$ cat src/rtl/dac_sample_sequencer_if.sv
// Handshake bundle between the sample sequencer and the SPI DAC serializer.
// The sequencer drives the sample and start pulse; the DAC returns its chip select as a busy flag.
interface dac_sample_sequencer_if;
    logic        dac_cs;
    logic [11:0] dac_datain;
    logic        dac_start;

    modport master (
        input  dac_cs,
        output dac_datain,
        output dac_start
    );

    modport slave (
        output dac_cs,
        input  dac_datain,
        input  dac_start
    );
endinterface

$ cat src/rtl/dac_sample_sequencer.sv
// Waveform sample generator feeding the SPI DAC: phase accumulator, sample-rate divider,
// transfer FSM with overrun and stuck-DAC detection.
module dac_sample_sequencer #(
    parameter int unsigned DIV      = 64,
    parameter int unsigned BUSY_TMO = 8
) (
    input  logic                          clk_in,
    input  logic                          rst,
    input  logic                          en,
    input  logic [1:0]                    wave_sel,
    input  logic [11:0]                   step,
    input  logic                          clr_flags,
    dac_sample_sequencer_if.master        dac,
    output logic                          busy,
    output logic                          overrun,
    output logic                          dac_err,
    output logic [15:0]                   sample_cnt
);

    typedef enum logic [1:0] {
        ST_IDLE      = 2'd0,
        ST_START     = 2'd1,
        ST_WAIT_LOW  = 2'd2,
        ST_WAIT_HIGH = 2'd3
    } state_t;

    localparam logic [15:0] DIV_LAST = 16'(DIV - 1);
    localparam logic [15:0] TMO_LIM  = 16'(BUSY_TMO);
    localparam logic [1:0]  WAVE_DC  = 2'd3;

    state_t      state_r;
    state_t      state_nx_s;
    logic [15:0] div_r;
    logic [15:0] tmo_r;
    logic [15:0] tmo_nx_s;
    logic [11:0] phase_r;
    logic [11:0] datain_r;
    logic        start_r;
    logic        busy_r;
    logic        overrun_r;
    logic        dac_err_r;
    logic [15:0] sample_cnt_r;
    logic        tick_s;
    logic        load_s;
    logic        done_s;
    logic        err_set_s;
    logic        ovr_set_s;

    function automatic logic [11:0] wave_sample(input logic [1:0]  sel,
                                                input logic [11:0] ph,
                                                input logic [11:0] lvl);
        logic [11:0] s;
        case (sel)
            2'd0:    s = ph;
            2'd1:    s = ph[11] ? {~ph[10:0], 1'b0} : {ph[10:0], 1'b0};
            2'd2:    s = ph[11] ? 12'hFFF : 12'h000;
            2'd3:    s = lvl;
            default: s = 12'h000;
        endcase
        return s;
    endfunction

    // Sample-rate divider; parked at zero while generation is disabled
    always_ff @(posedge clk_in or negedge rst) begin
        if (!rst) begin
            div_r <= 16'd0;
        end else if (!en) begin
            div_r <= 16'd0;
        end else if (div_r == DIV_LAST) begin
            div_r <= 16'd0;
        end else begin
            div_r <= div_r + 16'd1;
        end
    end

    // Tick decode and transfer FSM next-state logic
    always_comb begin
        state_nx_s = state_r;
        tmo_nx_s   = tmo_r;
        load_s     = 1'b0;
        done_s     = 1'b0;
        err_set_s  = 1'b0;
        tick_s     = en && (div_r == DIV_LAST);
        ovr_set_s  = tick_s && (state_r != ST_IDLE);
        case (state_r)
            ST_IDLE: begin
                if (tick_s) begin
                    load_s     = 1'b1;
                    state_nx_s = ST_START;
                end else begin
                    state_nx_s = ST_IDLE;
                end
            end
            ST_START: begin
                tmo_nx_s   = 16'd0;
                state_nx_s = ST_WAIT_LOW;
            end
            ST_WAIT_LOW: begin
                if (!dac.dac_cs) begin
                    state_nx_s = ST_WAIT_HIGH;
                end else begin
                    tmo_nx_s = tmo_r + 16'd1;
                    // A DAC that never drops cs is abandoned without counting the sample
                    if (tmo_nx_s == TMO_LIM) begin
                        err_set_s  = 1'b1;
                        state_nx_s = ST_IDLE;
                    end else begin
                        state_nx_s = ST_WAIT_LOW;
                    end
                end
            end
            ST_WAIT_HIGH: begin
                if (dac.dac_cs) begin
                    done_s     = 1'b1;
                    state_nx_s = ST_IDLE;
                end else begin
                    state_nx_s = ST_WAIT_HIGH;
                end
            end
            default: begin
                state_nx_s = ST_IDLE;
            end
        endcase
    end

    // FSM state, timeout counter and registered handshake outputs
    always_ff @(posedge clk_in or negedge rst) begin
        if (!rst) begin
            state_r  <= ST_IDLE;
            tmo_r    <= 16'd0;
            start_r  <= 1'b0;
            busy_r   <= 1'b0;
            datain_r <= 12'h000;
            phase_r  <= 12'h000;
        end else begin
            state_r <= state_nx_s;
            tmo_r   <= tmo_nx_s;
            start_r <= (state_nx_s == ST_START);
            busy_r  <= (state_nx_s != ST_IDLE);
            if (load_s) begin
                datain_r <= wave_sample(wave_sel, phase_r, step);
            end
            if (load_s && (wave_sel != WAVE_DC)) begin
                phase_r <= phase_r + step;
            end
        end
    end

    // Sticky error flags (a new event beats a simultaneous clear) and transfer count
    always_ff @(posedge clk_in or negedge rst) begin
        if (!rst) begin
            overrun_r    <= 1'b0;
            dac_err_r    <= 1'b0;
            sample_cnt_r <= 16'd0;
        end else begin
            if (ovr_set_s) begin
                overrun_r <= 1'b1;
            end else if (clr_flags) begin
                overrun_r <= 1'b0;
            end
            if (err_set_s) begin
                dac_err_r <= 1'b1;
            end else if (clr_flags) begin
                dac_err_r <= 1'b0;
            end
            if (done_s) begin
                sample_cnt_r <= sample_cnt_r + 16'd1;
            end
        end
    end

    assign dac.dac_datain = datain_r;
    assign dac.dac_start  = start_r;
    assign busy           = busy_r;
    assign overrun        = overrun_r;
    assign dac_err        = dac_err_r;
    assign sample_cnt     = sample_cnt_r;

endmodule

$ cat src/flat_wrapper.sv
// flat-port wrapper written by rule: the top's interface ports become plain ports
module dac_sample_sequencer_flat 
#(
    parameter int unsigned DIV      = 64,
    parameter int unsigned BUSY_TMO = 8
)
  (clk_in, rst, en, wave_sel, step, clr_flags, busy, overrun, dac_err, sample_cnt, dac_dac_cs, dac_dac_datain, dac_dac_start);
  dac_sample_sequencer_if dac_i ();
  input  logic clk_in;
  input  logic rst;
  input  logic en;
  input  logic [1:0] wave_sel;
  input  logic [11:0] step;
  input  logic clr_flags;
  output logic busy;
  output logic overrun;
  output logic dac_err;
  output logic [15:0] sample_cnt;
  input wire logic [$bits(dac_i.dac_cs)-1:0] dac_dac_cs;
  output wire logic [$bits(dac_i.dac_datain)-1:0] dac_dac_datain;
  output wire logic [$bits(dac_i.dac_start)-1:0] dac_dac_start;
  assign dac_i.dac_cs = dac_dac_cs;
  assign dac_dac_datain = dac_i.dac_datain;
  assign dac_dac_start = dac_i.dac_start;
  dac_sample_sequencer #(.DIV(DIV), .BUSY_TMO(BUSY_TMO)) u_core (.clk_in(clk_in), .rst(rst), .en(en), .wave_sel(wave_sel), .step(step), .clr_flags(clr_flags), .dac(dac_i), .busy(busy), .overrun(overrun), .dac_err(dac_err), .sample_cnt(sample_cnt));
endmodule
$ cat config.mk
export PLATFORM = sky130hd
export DESIGN_NAME = dac_sample_sequencer_flat
export DESIGN_NICKNAME = d
export VERILOG_FILES = /design/src/rtl/dac_sample_sequencer_if.sv /design/src/rtl/dac_sample_sequencer.sv /design/src/flat_wrapper.sv
export SDC_FILE = /design/constraint.sdc
export NUM_CORES = 1
export LEC_CHECK = 0
export ABC_CLOCK_PERIOD_IN_PS = 2840
export CAP_MARGIN = 40
export CORE_ASPECT_RATIO = 1.25
export CORE_UTILIZATION = 57
export DETAILED_ROUTE_END_ITERATION = 8
export MAX_ROUTING_LAYER = met4
export PLACE_DENSITY = 0.83
export SYNTH_ARGS = -nofsm -noshare
export SYNTH_HDL_FRONTEND = slang
export SYNTH_SLANG_ARGS = --single-unit
export TNS_END_PERCENT = 1
$ cat constraint.sdc
create_clock -name clk_in -period 2.84 [get_ports clk_in]
set_clock_uncertainty 0.1 [all_clocks]
set_input_delay 0.568 -clock clk_in [delete_from_list [all_inputs] [get_ports clk_in]]
set_output_delay 0.568 -clock clk_in [all_outputs]
set_load 0.01 [all_outputs]
==> results of run 1 <==
==> report_power, final <==
group	switching [uW]	leakage, uW	total (uW)	internal [uW]
clock network	446	0.0000968	862	417
logic	274	0.00107	498	224
registers	98.1	0.00106	1290	1190
==> final timing paths <==
path	to	from	slack, ns	cells past startpoint
max	u_core.phase_r[11]	step[5]	0.35	8
min	u_core.sample_cnt[2]	rst	0.06	1
max reg2reg	u_core.dac_err	u_core.tmo_r[6]	0.36	6
min reg2reg	u_core.sample_cnt[15]	u_core.sample_cnt[15]	0.37	1
max in group asynchronous	u_core.dac.dac_datain[5]	rst	1.99	2
min in group clk_in	u_core.sample_cnt[15]	u_core.sample_cnt[15]	0.37	1
==> metrics by stage <==
| step | cell area (um^2) | utilization, % | hold WS [ns] | instances | setup slack, ns |
|---|---|---|---|---|---|
| final | 5265 | 70.31 | 0.05860 | 625 | 0.3545 |
| after global routing | 5265 | 70.31 | 0.07893 | 625 | 0.1683 |
| after CTS | 5265 | 70.31 | 0.06182 | 625 | 0.3833 |
| after detailed placement | 5061 | 67.59 | 0.3600 | 609 | 0.01345 |
| after global placement | 5041 | 67.32 | 0.3587 | 608 | 0.05869 |
| after floorplan | 4463 | - | 0.1724 | 479 | 0.6005 |
==> cell usage after synthesis, drive strengths merged <==
cell type	number	area, um^2
or2	3	18.77
buf	5	27.53
nor4	6	65.06
a21oi	12	60.06
or4bb	1	11.26
o31a	1	8.760
xnor2	36	315.3
inv	16	60.06
o21ai	53	287.8
a22oi	1	7.510
o211ai	1	7.510
a21o	2	15.01
mux2i	2	20.02
o21a	5	37.54
xor2	15	131.4
nand3	17	97.60
nor2	45	171.4
and3	9	58.80
o31ai	5	42.54
o2bb2ai	1	8.760
mux2	4	45.04
a31oi	13	81.33
o22ai	1	6.260
nand2b	14	87.58
and4	3	26.28
dfrtp	78	1952
fa	1	20.02
a211oi	10	75.07
nand4	11	75.07
o311a	1	10.01
nor2b	2	12.51
a2111o	1	11.26
and2	7	46.30
clkbuf	14	52.55
or4	6	48.80
o41ai	3	33.79
a211o	1	8.760
nand2	48	182.7
or3	1	6.260
nor3	9	45.04
a22o	1	8.760
ha	14	175.2
==> area by class of cell <==
cell class	count	area, um^2
multi-input combinational	366	2371
tap	92	115.1
fill	579	2223
clock buffer	9	123.9
inverter	16	60.06
sequential	78	1952
timing repair buffer	57	563.0
clock inverter	7	80.08
==> layer usage <==
| layer | vias up | global-route usage [%] |
|---|---|---|
| li1 | 1793 | - |
| met2 | 93 | 41.37 |
| met5 | - | - |
| met4 | 0 | 7.418 |
| met3 | 7 | 4.977 |
| met1 | 1789 | 32.59 |
==> critical path, cell delays in order <==
cell and delay, ns:
clkdlybuf4s50_1 0.41, ha_1 0.24, or4_1 0.53, a21oi_1 0.23
o21a_1 0.17, nor3_1 0.08, o31ai_2 0.25, o41ai_2 0.11
==> cells by family (layout without fill, tap and decap cells) <==
| logic type | Yosys count | after routing | synth area share [%] |
|---|---|---|---|
| xor+xnor | 51 | 51 | 10.01 |
| mux | 6 | 6 | 1.458 |
| buf+inv | 35 | 89 | 3.140 |
| compound gates | 112 | 112 | 15.92 |
| fa+ha+maj | 15 | 15 | 4.373 |
| flops | 78 | 78 | 43.73 |
| simple gates | 182 | 182 | 21.36 |
==> registers in the layout, summed over array words and instances (netlist names) <==
name and count:
u_core.tmo_r 16, u_core.dac.dac_datain 12, u_core.state_r 2, u_core.phase_r 12, u_core.sample_cnt 16, u_core.dac_err 1, u_core.overrun 1, u_core.busy 1
u_core.dac.dac_start 1, u_core.div_r 16
==> summary.md, run 1 <==
| Metric | Value |
|---|---|
| Crit-path max FO | `5` |
| First-pass GRT wire length | `15.84 mm` |
| CP required | `2.95 ns` |
| Pleak | `0.002227 uW` |
| Post-Route WL | `9.422 mm` |
| Syn nets | `513` |
| Post-CTS resize count | `0` |
| CTS Buffer Depth | `2` |
| Worst skew pair latency | `about 0.36 ns` |
| F_max | `402.3 MHz` |
| CP Class | `input port to flip-flop` |
| Vias | `3682` |
| Number of synthesized register bits | `78` |
| Clk pin slew, worst setup/hold paths | `0.09 ns` |
| Slew margin rel. | `52.08%` |
| Most frequent cells in the layout | `dfrtp_1 (78), clkdlybuf4s50_1 (49), nand2_1 (47)` |
| Tmin final | `2.486 ns` |
| Die W | `between 80 and 90 um` |
| Num CTS Buffers | `9` |
| Hold-fix buffers at CTS | `0` |
| Overall Power | `2650 uW` |
| Max-slew violations | `0` |
| Arr. time, crit path | `approximately 2.6 ns` |
| Power per cell area | `503.4 nW/um^2` |
| Initial core utilization | `about three fifths` |
| Initial antenna violation count | `0` |
| Ys Warns | `0` |
| Die area | `between 8000 and 9000 um^2` |
| Final setup viols | `0` |
| Global placement routability congestion | `0.9333` |
| CTS Sinks | `78` |
| Total Routing Usage GR | `25.66%` |
| TritonCTS clock tree | `done` |
| Initial DRC count | `about 170` |
| Top Metal Used | `met4` |
| CTS root buf | `clkbuf_8` |
| Sequential share of the synthesized area | `43.73%` |
| Most common cell after layout, fill and taps aside | `dfrtp_1` |
| DRT met1 WL | `4.046 mm` |
| Number of iterations in the first detailed-routing pass | `4` |
| Netlist Area Pre-Place | `4463 um^2` |
| Final period utilization | `87.52%` |
| Final Hold Fails | `0` |
| Hpwl dp | `6.846 mm` |
| Post-route DRC | `0` |
| RSZ-0062 raised after global routing | `no` |
| Layout cell share with drive strength beyond 1 | `9.381%` |
| Syn Area/Cell | `9.317 um^2` |
| Routed Antenna Nets | `0` |
| Pin count of the biggest net entering global routing | `45` |
| Core Footprint | `7488 um^2` |
| Nets | `roughly 560` |
| Worst Setup End Kind | `flip-flop` |
| Wirelength per Cell | `15.08 um` |
| WL met3 | `~450 um` |
| Status | `completed` |
| Max_cap viols | `0` |
| Yosys cell types | `57` |
| Routed length on met2 | `just under 5 mm` |
| Crit path launch type | `input port` |
| Tightest Pin Transition | `0.7188 ns` |
| N_diodes | `0` |
| H-tree depth | `3` |
| Global route total overflow | `0` |
| IO buf count | `50` |
| Mapped Cells | `479` |
| Rows | `35` |
| Post-CTS Setup Repair Bufs | `0` |
| Worst Hold Class | `input port to asynchronous set/reset pin` |
| Max IR drop VDD | `about 0.35 mV` |
| # IOs | `51` |
| Setup TNS | `0 ns` |
| Vias in the first global route | `approximately 3500` |
| Via-per-instance ratio | `5.891` |
| Die Y | `100.9 um` |
| Area grow syn2layout | `17.97%` |
(Power assumes the default switching activity.)
==> run 2, diff against run 1 <==
--- a/config.mk
+++ b/config.mk
@@ -8,10 +8,11 @@
 export ABC_CLOCK_PERIOD_IN_PS = 2840
 export CAP_MARGIN = 40
 export CORE_ASPECT_RATIO = 1.25
-export CORE_UTILIZATION = 57
+export CORE_UTILIZATION = 50
 export DETAILED_ROUTE_END_ITERATION = 8
 export MAX_ROUTING_LAYER = met4
-export PLACE_DENSITY = 0.83
+export PLACE_DENSITY = 0.74
+export REMOVE_ABC_BUFFERS = 1
 export SYNTH_ARGS = -nofsm -noshare
 export SYNTH_HDL_FRONTEND = slang
 export SYNTH_SLANG_ARGS = --single-unit
==> summary.md, run 2 (synthesized netlist as in run 1, its figures left out) <==
| Metric | Value |
|---|---|
| CTS Buffer Depth | `2 (unchanged)` |
| # IOs | `51 (unchanged)` |
| Crit path cell chain | `nand4_1 -> nor4_2 -> mux2i_1 -> a21oi_1 -> or4_1 -> o21ai_0 (was clkdlybuf4s50_1 -> ha_1 -> or4_1 -> a21oi_1 -> o21a_1 -> nor3_1 -> o31ai_2 -> o41ai_2)` |
| Initial DRC count | `93 (was 165)` |
| H-tree depth | `3 (unchanged)` |
| Layout Cells excl Fill | `657 (was 625)` |
| Worst path buffer plus inverter count | `0 (was 1)` |
| Routed Antenna Nets | `0 (unchanged)` |
| F_max | `404.4 MHz (was 402.3 MHz)` |
| Initial core utilization | `51.58% (was 59.60%)` |
| Via-per-instance ratio | `5.502 (was 5.891)` |
| First-pass GRT wire length | `16.16 mm (was 15.84 mm)` |
| Crit path launch type | `flip-flop (was input port)` |
| Vias in the first global route | `3505 (was 3450)` |
| Vias | `3615 (was 3682)` |
| Num CTS Buffers | `9 (unchanged)` |
| Die Y | `107.6 um (was 100.9 um)` |
| Worst path top cell family by delay | `simple AND/OR/NAND/NOR gates (was compound AO/OA/AOI/OAI gates)` |
| Post-CTS resize count | `0 (unchanged)` |
| Final setup viols | `0 (unchanged)` |
| Power per cell area | `497.4 nW/um^2 (was 503.4 nW/um^2)` |
| Hold-fix buffers at CTS | `0 (unchanged)` |
| Utilization after layout | `61.45% (was 70.31%)` |
| Most frequent cells in the layout | `dfrtp_1 (78), clkdlybuf4s50_1 (49), nand2_1 (47) (unchanged)` |
| Max-slew violations | `0 (unchanged)` |
| DP Worst Slack | `-0.02696 ns (was 0.01345 ns)` |
| Status | `completed (unchanged)` |
| CP max stage delay | `0.55 ns (was 0.53 ns)` |
| Tmin final | `2.473 ns (was 2.486 ns)` |
| Number of iterations in the first detailed-routing pass | `4 (unchanged)` |
| Max_cap viols | `0 (unchanged)` |
| Cell at the slowest stage of the critical path | `dfrtp_1 (was or4_1)` |
| Rows | `38 (was 35)` |
| Die area | `9311 um^2 (was 8190 um^2)` |
| Post-Route WL | `9.587 mm (was 9.422 mm)` |
| IO buf count | `50 (unchanged)` |
| RSZ-0062 raised after global routing | `no (unchanged)` |
| Final period utilization | `87.07% (was 87.52%)` |
| Wirelength per Cell | `14.59 um (was 15.08 um)` |
| Pleak | `0.002246 uW (was 0.002227 uW)` |
| Total Routing Usage GR | `22.79% (was 25.66%)` |
| CP Class | `flip-flop to flip-flop (was input port to flip-flop)` |
| Most common cell after layout, fill and taps aside | `dfrtp_1 (unchanged)` |
| CP required | `3.02 ns (was 2.95 ns)` |
| N_diodes | `0 (unchanged)` |
| Slew margin rel. | `49.60% (was 52.08%)` |
| Nets | `566 (was 562)` |
| TritonCTS clock tree | `done (unchanged)` |
| Hpwl dp | `6.982 mm (was 6.846 mm)` |
| Post-CTS Setup Repair Bufs | `0 (unchanged)` |
| Worst Hold Class | `input port to asynchronous set/reset pin (unchanged)` |
| Layout cell share with drive strength beyond 1 | `10.06% (was 9.381%)` |
| Worst Setup End Kind | `flip-flop (unchanged)` |
| Tightest Pin Transition | `0.7560 ns (was 0.7188 ns)` |
| CTS root buf | `clkbuf_8 (unchanged)` |
| Post-route DRC | `0 (unchanged)` |
| Clk pin slew, worst setup/hold paths | `0.08 ns (was 0.09 ns)` |
| Max IR drop VDD | `0.2616 mV (was 0.3503 mV)` |
| CTS Sinks | `78 (unchanged)` |
| Initial antenna violation count | `0 (unchanged)` |
| Global placement routability congestion | `0.8972 (was 0.9333)` |
| Final Hold Fails | `0 (unchanged)` |
| Area grow syn2layout | `19.15% (was 17.97%)` |
| Crit-path max FO | `11 (was 5)` |
| Placed Cells | `641 (was 609)` |
| Arr. time, crit path | `2.65 ns (was 2.59 ns)` |
| Worst skew pair latency | `0.35 ns (was 0.36 ns)` |
| Final worst slack | `0.3673 ns (was 0.3545 ns)` |
| Pin count of the biggest net entering global routing | `44 (was 45)` |
| Core Footprint | `8653 um^2 (was 7488 um^2)` |
| Global route total overflow | `0 (unchanged)` |
| Die W | `86.51 um (was 81.15 um)` |
[run 2: cell type report]
cell class,instances,area [um^2]
flip-flops and latches,78,1952
clock buffers,9,123.9
well taps,120,150.1
repair buffers,61,580.6
multi-input cells,366,2371
clock inverters,7,80.08
fillers,758,3336
inverters,16,60.06
[run 2: report_power, final]
| part | internal [uW] | total, uW | switching, uW |
|---|---|---|---|
| Clock | 418 | 858 | 440 |
| Combinational | 225 | 498 | 273 |
| Sequential | 1190 | 1290 | 97.9 |
| Total | 1830 | 2650 | 810 |
[run 2: path summary, 6_finish.rpt]
check,startpoint,end,slack (ns),cells past startpoint
worst max-delay path,u_core.tmo_r[6],u_core.dac_err,0.37,6
worst max register to register,u_core.tmo_r[6],u_core.dac_err,0.37,6
min in group clk_in,u_core.sample_cnt[15],u_core.sample_cnt[15],0.38,1
max in group asynchronous,rst,u_core.dac.dac_datain[0],1.85,2
worst min register to register,u_core.sample_cnt[15],u_core.sample_cnt[15],0.38,1
worst min-delay path,rst,u_core.tmo_r[8],0.12,1
[run 2: worst reg2reg max path, delay by kind of cell, from the launching register on]
| family | cells | cell delay (ns) |
|---|---|---|
| AO/OA/AOI/OAI | 2 | 0.20 |
| multiplexers | 1 | 0.24 |
| AND/OR/NAND/NOR | 3 | 1.31 |
| flip-flops | 1 | 0.55 |
[run 2: per-stage QoR]
stage | cell area, um^2 | TNS, ns | total power, uW | hold slack, ns
6_report | 5318 | 0 | 2645 | 0.1151
3_5_place_dp | 5114 | -0.04654 | 1807 | 0.3642
2_1_floorplan | 4383 | 0 | 1567 | 0.1724
4_1_cts | 5318 | 0 | 2671 | 0.1201
3_3_place_gp | 5114 | 0 | 1792 | 0.3574
5_1_grt | 5318 | 0 | 2791 | 0.1432
[run 2: metal layers]
metal	GRT usage (%)	vias to the layer above	share of wire [%]
met5	-	-	0
met3	3.834	13	2.8
met4	8.929	0	2.0
li1	-	1802	-
met2	37.76	62	51
met1	27.75	1738	44
